**src/rtl/sdes_cipher_core_if.sv**
```systemverilog
// -----------------------------------------------------------------------------
// sdes_cipher_core_if
//   Request/response bundle between an S-DES block engine and its user.
//
//   Signals (all 8-bit blocks are [0:7] with bit 0 = S-DES bit 1 = MSB):
//     Start    request, sampled only while the engine is idle
//     Mode     0 = encrypt (K1 then K2), 1 = decrypt (K2 then K1)
//     DataIn   plaintext or ciphertext block
//     Key1     round subkey K1 from the key generator
//     Key2     round subkey K2 from the key generator
//     Busy     high while a block is in flight
//     Done     one-cycle pulse, DataOut is new
//     DataOut  result block, held until the next completion
//
//   master: the requester (drives Start/Mode/DataIn/Key1/Key2)
//   slave : the cipher engine (drives Busy/Done/DataOut)
// -----------------------------------------------------------------------------
interface sdes_cipher_core_if;
  logic       Start;
  logic       Mode;
  logic [0:7] DataIn;
  logic [0:7] Key1;
  logic [0:7] Key2;
  logic       Busy;
  logic       Done;
  logic [0:7] DataOut;

  modport master (
    output Start, Mode, DataIn, Key1, Key2,
    input  Busy, Done, DataOut
  );

  modport slave (
    input  Start, Mode, DataIn, Key1, Key2,
    output Busy, Done, DataOut
  );
endinterface : sdes_cipher_core_if

```
**src/rtl/sdes_cipher_core.sv**
```systemverilog
// -----------------------------------------------------------------------------
// sdes_cipher_core
//   Iterative S-DES encrypt/decrypt engine. Accepts two round subkeys and one
//   8-bit block, then performs IP, fK(first key), SW, fK(second key), IP^-1
//   over three clock edges and reports the result with a one-cycle Done pulse.
//
//   Ports:
//     clk  rising-edge clock for all state
//     rst  synchronous, active-high reset
//     bus  sdes_cipher_core_if.slave (Start/Mode/DataIn/Key1/Key2 in,
//          Busy/Done/DataOut out)
//
//   Bit order: every block is [0:7], index 0 is the MSB and corresponds to
//   S-DES position 1, so a 1-indexed S-DES table entry p selects index p-1.
// -----------------------------------------------------------------------------
module sdes_cipher_core (
  input  logic               clk,
  input  logic               rst,
  sdes_cipher_core_if.slave  bus
);

  typedef enum logic [1:0] {
    IDLE = 2'd0,
    R1   = 2'd1,
    R2   = 2'd2
  } state_e;

  typedef logic [0:7] blk_t;
  typedef logic [0:3] nib_t;

  // S-boxes flattened row-major; index is {row, col} where
  // row = {x1, x4} and col = {x2, x3} of the 4-bit input.
  localparam logic [1:0] S0_TBL [0:15] = '{
    2'd1, 2'd0, 2'd3, 2'd2,
    2'd3, 2'd2, 2'd1, 2'd0,
    2'd0, 2'd2, 2'd1, 2'd3,
    2'd3, 2'd1, 2'd3, 2'd2
  };

  localparam logic [1:0] S1_TBL [0:15] = '{
    2'd0, 2'd1, 2'd2, 2'd3,
    2'd2, 2'd0, 2'd1, 2'd3,
    2'd3, 2'd0, 2'd1, 2'd0,
    2'd2, 2'd1, 2'd0, 2'd3
  };

  // ---------------------------------------------------------------------------
  // Fixed permutations (pure wiring)
  // ---------------------------------------------------------------------------

  // IP = 2 6 3 1 4 8 5 7
  function automatic blk_t init_perm(input blk_t d);
    return {d[1], d[5], d[2], d[0], d[3], d[7], d[4], d[6]};
  endfunction

  // IP^-1 = 4 1 3 5 7 2 8 6
  function automatic blk_t inv_init_perm(input blk_t d);
    return {d[3], d[0], d[2], d[4], d[6], d[1], d[7], d[5]};
  endfunction

  // E/P on the right nibble = 4 1 2 3 2 3 4 1
  function automatic blk_t expand_perm(input nib_t r);
    return {r[3], r[0], r[1], r[2], r[1], r[2], r[3], r[0]};
  endfunction

  // P4 = 2 4 3 1
  function automatic nib_t p4(input nib_t s);
    return {s[1], s[3], s[2], s[0]};
  endfunction

  // SW exchanges the two nibbles.
  function automatic blk_t swap_halves(input blk_t d);
    return {d[4:7], d[0:3]};
  endfunction

  // fK(L, R, K) = (L xor P4(S0(..) || S1(..)), R)
  function automatic blk_t f_k(input blk_t st, input blk_t k);
    blk_t       x;
    logic [0:1] s0;
    logic [0:1] s1;
    nib_t       p;
    x  = expand_perm(st[4:7]) ^ k;
    s0 = S0_TBL[{x[0], x[3], x[1], x[2]}];
    s1 = S1_TBL[{x[4], x[7], x[5], x[6]}];
    p  = p4({s0, s1});
    return {st[0:3] ^ p, st[4:7]};
  endfunction

  // ---------------------------------------------------------------------------
  // State
  // ---------------------------------------------------------------------------
  state_e state_q, state_d;
  blk_t   data_q,  data_d;      // working block between rounds
  blk_t   kfirst_q,  kfirst_d;  // key for round 1 (already mode-ordered)
  blk_t   ksecond_q, ksecond_d; // key for round 2
  blk_t   dout_q,  dout_d;
  logic   done_q,  done_d;
  logic   busy_q,  busy_d;

  // One fK datapath shared by both rounds; only the key selection differs.
  blk_t round_key;
  blk_t round_out;

  assign round_key = (state_q == R2) ? ksecond_q : kfirst_q;
  assign round_out = f_k(data_q, round_key);

  // ---------------------------------------------------------------------------
  // Next-state / datapath
  // ---------------------------------------------------------------------------
  always_comb begin
    // NOTE: every variable gets a default first so no path leaves it
    // unassigned; otherwise a latch is inferred.
    state_d   = state_q;
    data_d    = data_q;
    kfirst_d  = kfirst_q;
    ksecond_d = ksecond_q;
    dout_d    = dout_q;
    done_d    = 1'b0;

    unique case (state_q)
      IDLE: begin
        if (bus.Start) begin
          data_d    = init_perm(bus.DataIn);
          // Decrypt simply runs the rounds with the subkeys reversed.
          kfirst_d  = bus.Mode ? bus.Key2 : bus.Key1;
          ksecond_d = bus.Mode ? bus.Key1 : bus.Key2;
          state_d   = R1;
        end
      end
      R1: begin
        data_d  = swap_halves(round_out);
        state_d = R2;
      end
      R2: begin
        // No SW after the final round.
        dout_d  = inv_init_perm(round_out);
        done_d  = 1'b1;
        state_d = IDLE;
      end
      default: state_d = IDLE;
    endcase

    // Busy is registered from the upcoming state so it tracks R1/R2 exactly.
    busy_d = (state_d == R1) || (state_d == R2);
  end

  // ---------------------------------------------------------------------------
  // Registers
  // ---------------------------------------------------------------------------
  // NOTE: sequential state uses non-blocking assignments so all registers
  // update together from the values present before the edge.
  always_ff @(posedge clk) begin
    if (rst) begin
      state_q   <= IDLE;
      data_q    <= '0;
      kfirst_q  <= '0;
      ksecond_q <= '0;
      dout_q    <= '0;
      done_q    <= 1'b0;
      busy_q    <= 1'b0;
    end else begin
      state_q   <= state_d;
      data_q    <= data_d;
      kfirst_q  <= kfirst_d;
      ksecond_q <= ksecond_d;
      dout_q    <= dout_d;
      done_q    <= done_d;
      busy_q    <= busy_d;
    end
  end

  assign bus.Busy    = busy_q;
  assign bus.Done    = done_q;
  assign bus.DataOut = dout_q;

endmodule : sdes_cipher_core

```
**src/flat_wrapper.sv**
```systemverilog
// flat-port wrapper written by rule: the top's interface ports become plain ports
module sdes_cipher_core_flat 
  (clk, rst, bus_Start, bus_Mode, bus_DataIn, bus_Key1, bus_Key2, bus_Busy, bus_Done, bus_DataOut);
  sdes_cipher_core_if bus_i ();
  input  logic clk;
  input  logic rst;
  input wire logic [$bits(bus_i.Start)-1:0] bus_Start;
  input wire logic [$bits(bus_i.Mode)-1:0] bus_Mode;
  input wire logic [$bits(bus_i.DataIn)-1:0] bus_DataIn;
  input wire logic [$bits(bus_i.Key1)-1:0] bus_Key1;
  input wire logic [$bits(bus_i.Key2)-1:0] bus_Key2;
  output wire logic [$bits(bus_i.Busy)-1:0] bus_Busy;
  output wire logic [$bits(bus_i.Done)-1:0] bus_Done;
  output wire logic [$bits(bus_i.DataOut)-1:0] bus_DataOut;
  assign bus_i.Start = bus_Start;
  assign bus_i.Mode = bus_Mode;
  assign bus_i.DataIn = bus_DataIn;
  assign bus_i.Key1 = bus_Key1;
  assign bus_i.Key2 = bus_Key2;
  assign bus_Busy = bus_i.Busy;
  assign bus_Done = bus_i.Done;
  assign bus_DataOut = bus_i.DataOut;
  sdes_cipher_core u_core (.clk(clk), .rst(rst), .bus(bus_i));
endmodule
```
**config.mk**
```make
export PLATFORM = sky130hd
export DESIGN_NAME = sdes_cipher_core_flat
export DESIGN_NICKNAME = d
export VERILOG_FILES = /design/src/rtl/sdes_cipher_core_if.sv /design/src/rtl/sdes_cipher_core.sv /design/src/flat_wrapper.sv
export SDC_FILE = /design/constraint.sdc
export NUM_CORES = 1
export LEC_CHECK = 0
export ABC_AREA = 1
export BUFFER_PORTS_ARGS = -buffer_cell sky130_fd_sc_hd__buf_2
export CAP_MARGIN = 25
export CORE_ASPECT_RATIO = 0.6
export CORE_MARGIN = 1
export CORE_UTILIZATION = 35
export CTS_CLUSTER_SIZE = 40
export DETAILED_ROUTE_END_ITERATION = 10
export GPL_TIMING_DRIVEN = 0
export RECOVER_POWER = 100
export SKIP_LAST_GASP = 1
export SLEW_MARGIN = 20
export SYNTH_ARGS = -nofsm -noshare
export SYNTH_HDL_FRONTEND = slang
export SYNTH_SLANG_ARGS = --single-unit
```
**constraint.sdc**
```tcl
create_clock -name clk -period 4.3 [get_ports clk]
set_input_delay 0.215 -clock clk [delete_from_list [all_inputs] [get_ports clk]]
set_output_delay 0.215 -clock clk [all_outputs]
set_load 0.01 [all_outputs]
```
==> summary.txt <==
Synthesis-to-layout area growth -> 17.6%
Post-Syn Area -> 2130 um2
H-tree levels -> 2
Die area -> 6430 um2
Syn_area_per_cell -> 6.43 um2
Inserted Diodes -> 0
Internal power -> 643 uW
Switching Share -> 0.306
Setup TNS -> 0 ps
Power density cells -> 369 nW/um2
Placement Cell Area -> 2420 um2
Vias in the first global route -> 1972
Final instance area -> 2510 um2
Clock sinks -> 36
Worst r2r src -> u_core.state_q[1]
Chip Height -> 62.5 um
Initial Util -> 0.373
Number of port buffers -> 37
Sequential share of power -> 0.412
Synthesized instance count -> 332
Leakage -> 1.19 nW
Logic pwr share -> 0.234
CTS tree -> built
Post-DRT Antenna Nets -> 0
Peak Freq -> 335 MHz
Pin count of the biggest net entering global routing -> 12
Drt wl/cell -> 12.4 um
Final min period -> 2980 ps
CTS buffer count -> 5
Final Cycle Share -> 0.693
Max stage delay on crit path -> 450 ps
Overall Power -> 926 uW
Fin. Hold Viols -> 0
Startpoint Class -> flip-flop
Max-slew headroom -> 0.612
Commonest non-fill, non-tap cells in the layout -> 72 x nand2_1, 45 x inv_1, 44 x nand3_1
Worst-path fanout max -> 10
GR Overflow Total -> 0
Power share of the clock group -> 0.354
Hold_buf cts -> 0
First drt pass iteration count -> 4
Peak supply drop -> 0.148 mV
Count of cell types in the netlist -> 23
Clock Path Buffers -> 2
Post-synthesis sequential element count -> 36
Vias per Instance -> 4.96
CP Capture Type -> flip-flop
Antenna violations before repair -> 0
Worst Path Arrival -> 3170 ps
Crit path kind -> flip-flop to flip-flop
Slew @ Worst Pin -> 582 ps
Status -> complete, no violations
Die Width -> 103 um
Row Count -> 21
Nets -> 405
Post-Syn Nets -> 361
Core Footprint -> 5730 um2
Worst setup path start -> u_core.state_q[1]
CTS-repair resized insts -> 0
Worst-path clk slew -> 70 ps
Fillers -> 624
Fin. max-slew vios -> 0
Crit-path slowest cell -> clkbuf_1
Clock Latency Late Sink -> 290 ps
RSZ-0062 raised after global routing -> no
Final HPWL DP -> 4560 um
Tightest Hold Check Type -> input pin to flip-flop
DRT iter0 DRCs -> 115
Remaining DRCs -> 0
Vias -> 2265
CP dominant cell by count -> nand3_1
Flop2flop setup slack -> 1320 ps
Yosys warns -> 0
Critical Path RT -> 4490 ps
Layout cell share with drive strength beyond 1 -> 0.141
Total GRT Usage -> 0.191
Most common cell after layout, fill and taps aside -> nand2_1
Buffers inserted by post-CTS timing repair -> 0
Clock Skew -> 5.35 ps
Drt total wl -> 5660 um
Psw -> 283 uW
Max-cap viol count -> 0
Hold_sp -> rst
Root buffer selected by CTS -> clkbuf_8
Global-route wire length before repair -> 9540 um
Crit path cell chain -> clkbuf_1, inv_1, nor2_4, clkbuf_1, nand2_1, nand3_1, nand2_1, ha_1, or2_2, nand3_1, nand3_1, o211ai_1, inv_1
# IOs -> 38
# setup viols final -> 0
Register area share after synthesis -> 0.338
Routability cong. -> 0.891
## Yosys cell counts, drive strengths merged
| library cell | n | area [um2] |
|---|---|---|
| o21ai | 26 | 138 |
| ha | 1 | 12.5 |
| a221oi | 4 | 35.0 |
| or2 | 1 | 6.26 |
| a21oi | 40 | 200 |
| buf | 5 | 58.8 |
| nor2 | 32 | 128 |
| dlymetal6s2s | 1 | 12.5 |
| nand3 | 47 | 250 |
| nand2 | 80 | 334 |
| dfxtp | 36 | 721 |
| o211ai | 4 | 30.0 |
| clkbuf | 9 | 33.8 |
| inv | 46 | 175 |
## critical path: cells and delay by family (launching register included)
kind,cells,cell delay (ps)
and+or+nand+nor,7,1000
AOI/OAI and AO/OA,1,140
adders and majority gates,1,290
DFF,1,310
buffers and inverters,4,1130
## routing by layer
| metal | vias to the layer above | GRT usage | share of wire |
|---|---|---|---|
| li1 | 1168 | - | - |
| met1 | 1037 | 0.307 | 0.57 |
| met2 | 56 | 0.263 | 0.38 |
| met3 | 4 | 0.0391 | 0.051 |
| met4 | 0 | 0.0211 | 0.0041 |
| met5 | - | 0 | 0 |
## state kept, by name, summed over array words and instances (netlist names)
register            count
u_core.bus.Busy         1
u_core.bus.Done         1
u_core.kfirst_q         8
u_core.bus.DataOut      8
u_core.state_q          2
u_core.data_q           8
u_core.ksecond_q        8
## power by group through the flow
stage | registers (mW) | clock network, mW | logic [mW]
5_1_grt | 0.385 | 0.348 | 0.249
3_5_place_dp | 0.389 | 0 | 0.219
4_1_cts | 0.382 | 0.331 | 0.219
3_3_place_gp | 0.389 | 0 | 0.213
2_1_floorplan | 0.385 | 0 | 0.160
6_report | 0.382 | 0.328 | 0.217
## area by class of cell
type / instances / area (um2) / share of cell area
clock inverter: 1 / 30.0 / 0.0120
clock buffer: 7 / 96.3 / 0.0384
multi-input combinational: 235 / 1130 / 0.452
buffer: 15 / 82.6 / 0.0329
sequential: 36 / 721 / 0.287
inverter: 46 / 174 / 0.0693
tap: 80 / 100 / 0.0399
timing repair buffer: 37 / 173 / 0.0688
## stage by stage
| step | worst slack, ps | std cells | util | hold slack [ps] |
|---|---|---|---|---|
| 3_5_place_dp | 2170 | 449 | 0.422 | 471 |
| 6_report | 1320 | 457 | 0.438 | 161 |
| 3_3_place_gp | 2190 | 449 | 0.422 | 461 |
| 4_1_cts | 2160 | 457 | 0.445 | 160 |
| 5_1_grt | 975 | 457 | 0.438 | 181 |
| 2_1_floorplan | 2450 | 332 | - | 294 |
## kinds of logic (layout without fill, tap and decap cells)
| logic type | after synthesis | after routing | share of synthesized area |
|---|---|---|---|
| buf+inv | 61 | 106 | 0.131 |
| compound gates | 74 | 74 | 0.189 |
| fa+ha+maj | 1 | 1 | 0.00586 |
| simple gates | 160 | 160 | 0.336 |
| flops | 36 | 36 | 0.338 |
## worst paths after layout
path         cells after the start               endpoint
max                             13  u_core.bus.DataOut[2]
min                              2       u_core.data_q[4]
max reg2reg                     13  u_core.bus.DataOut[2]
min reg2reg                      2  u_core.bus.DataOut[2]
No activity file was read; power rests on OpenSTA's default activity.
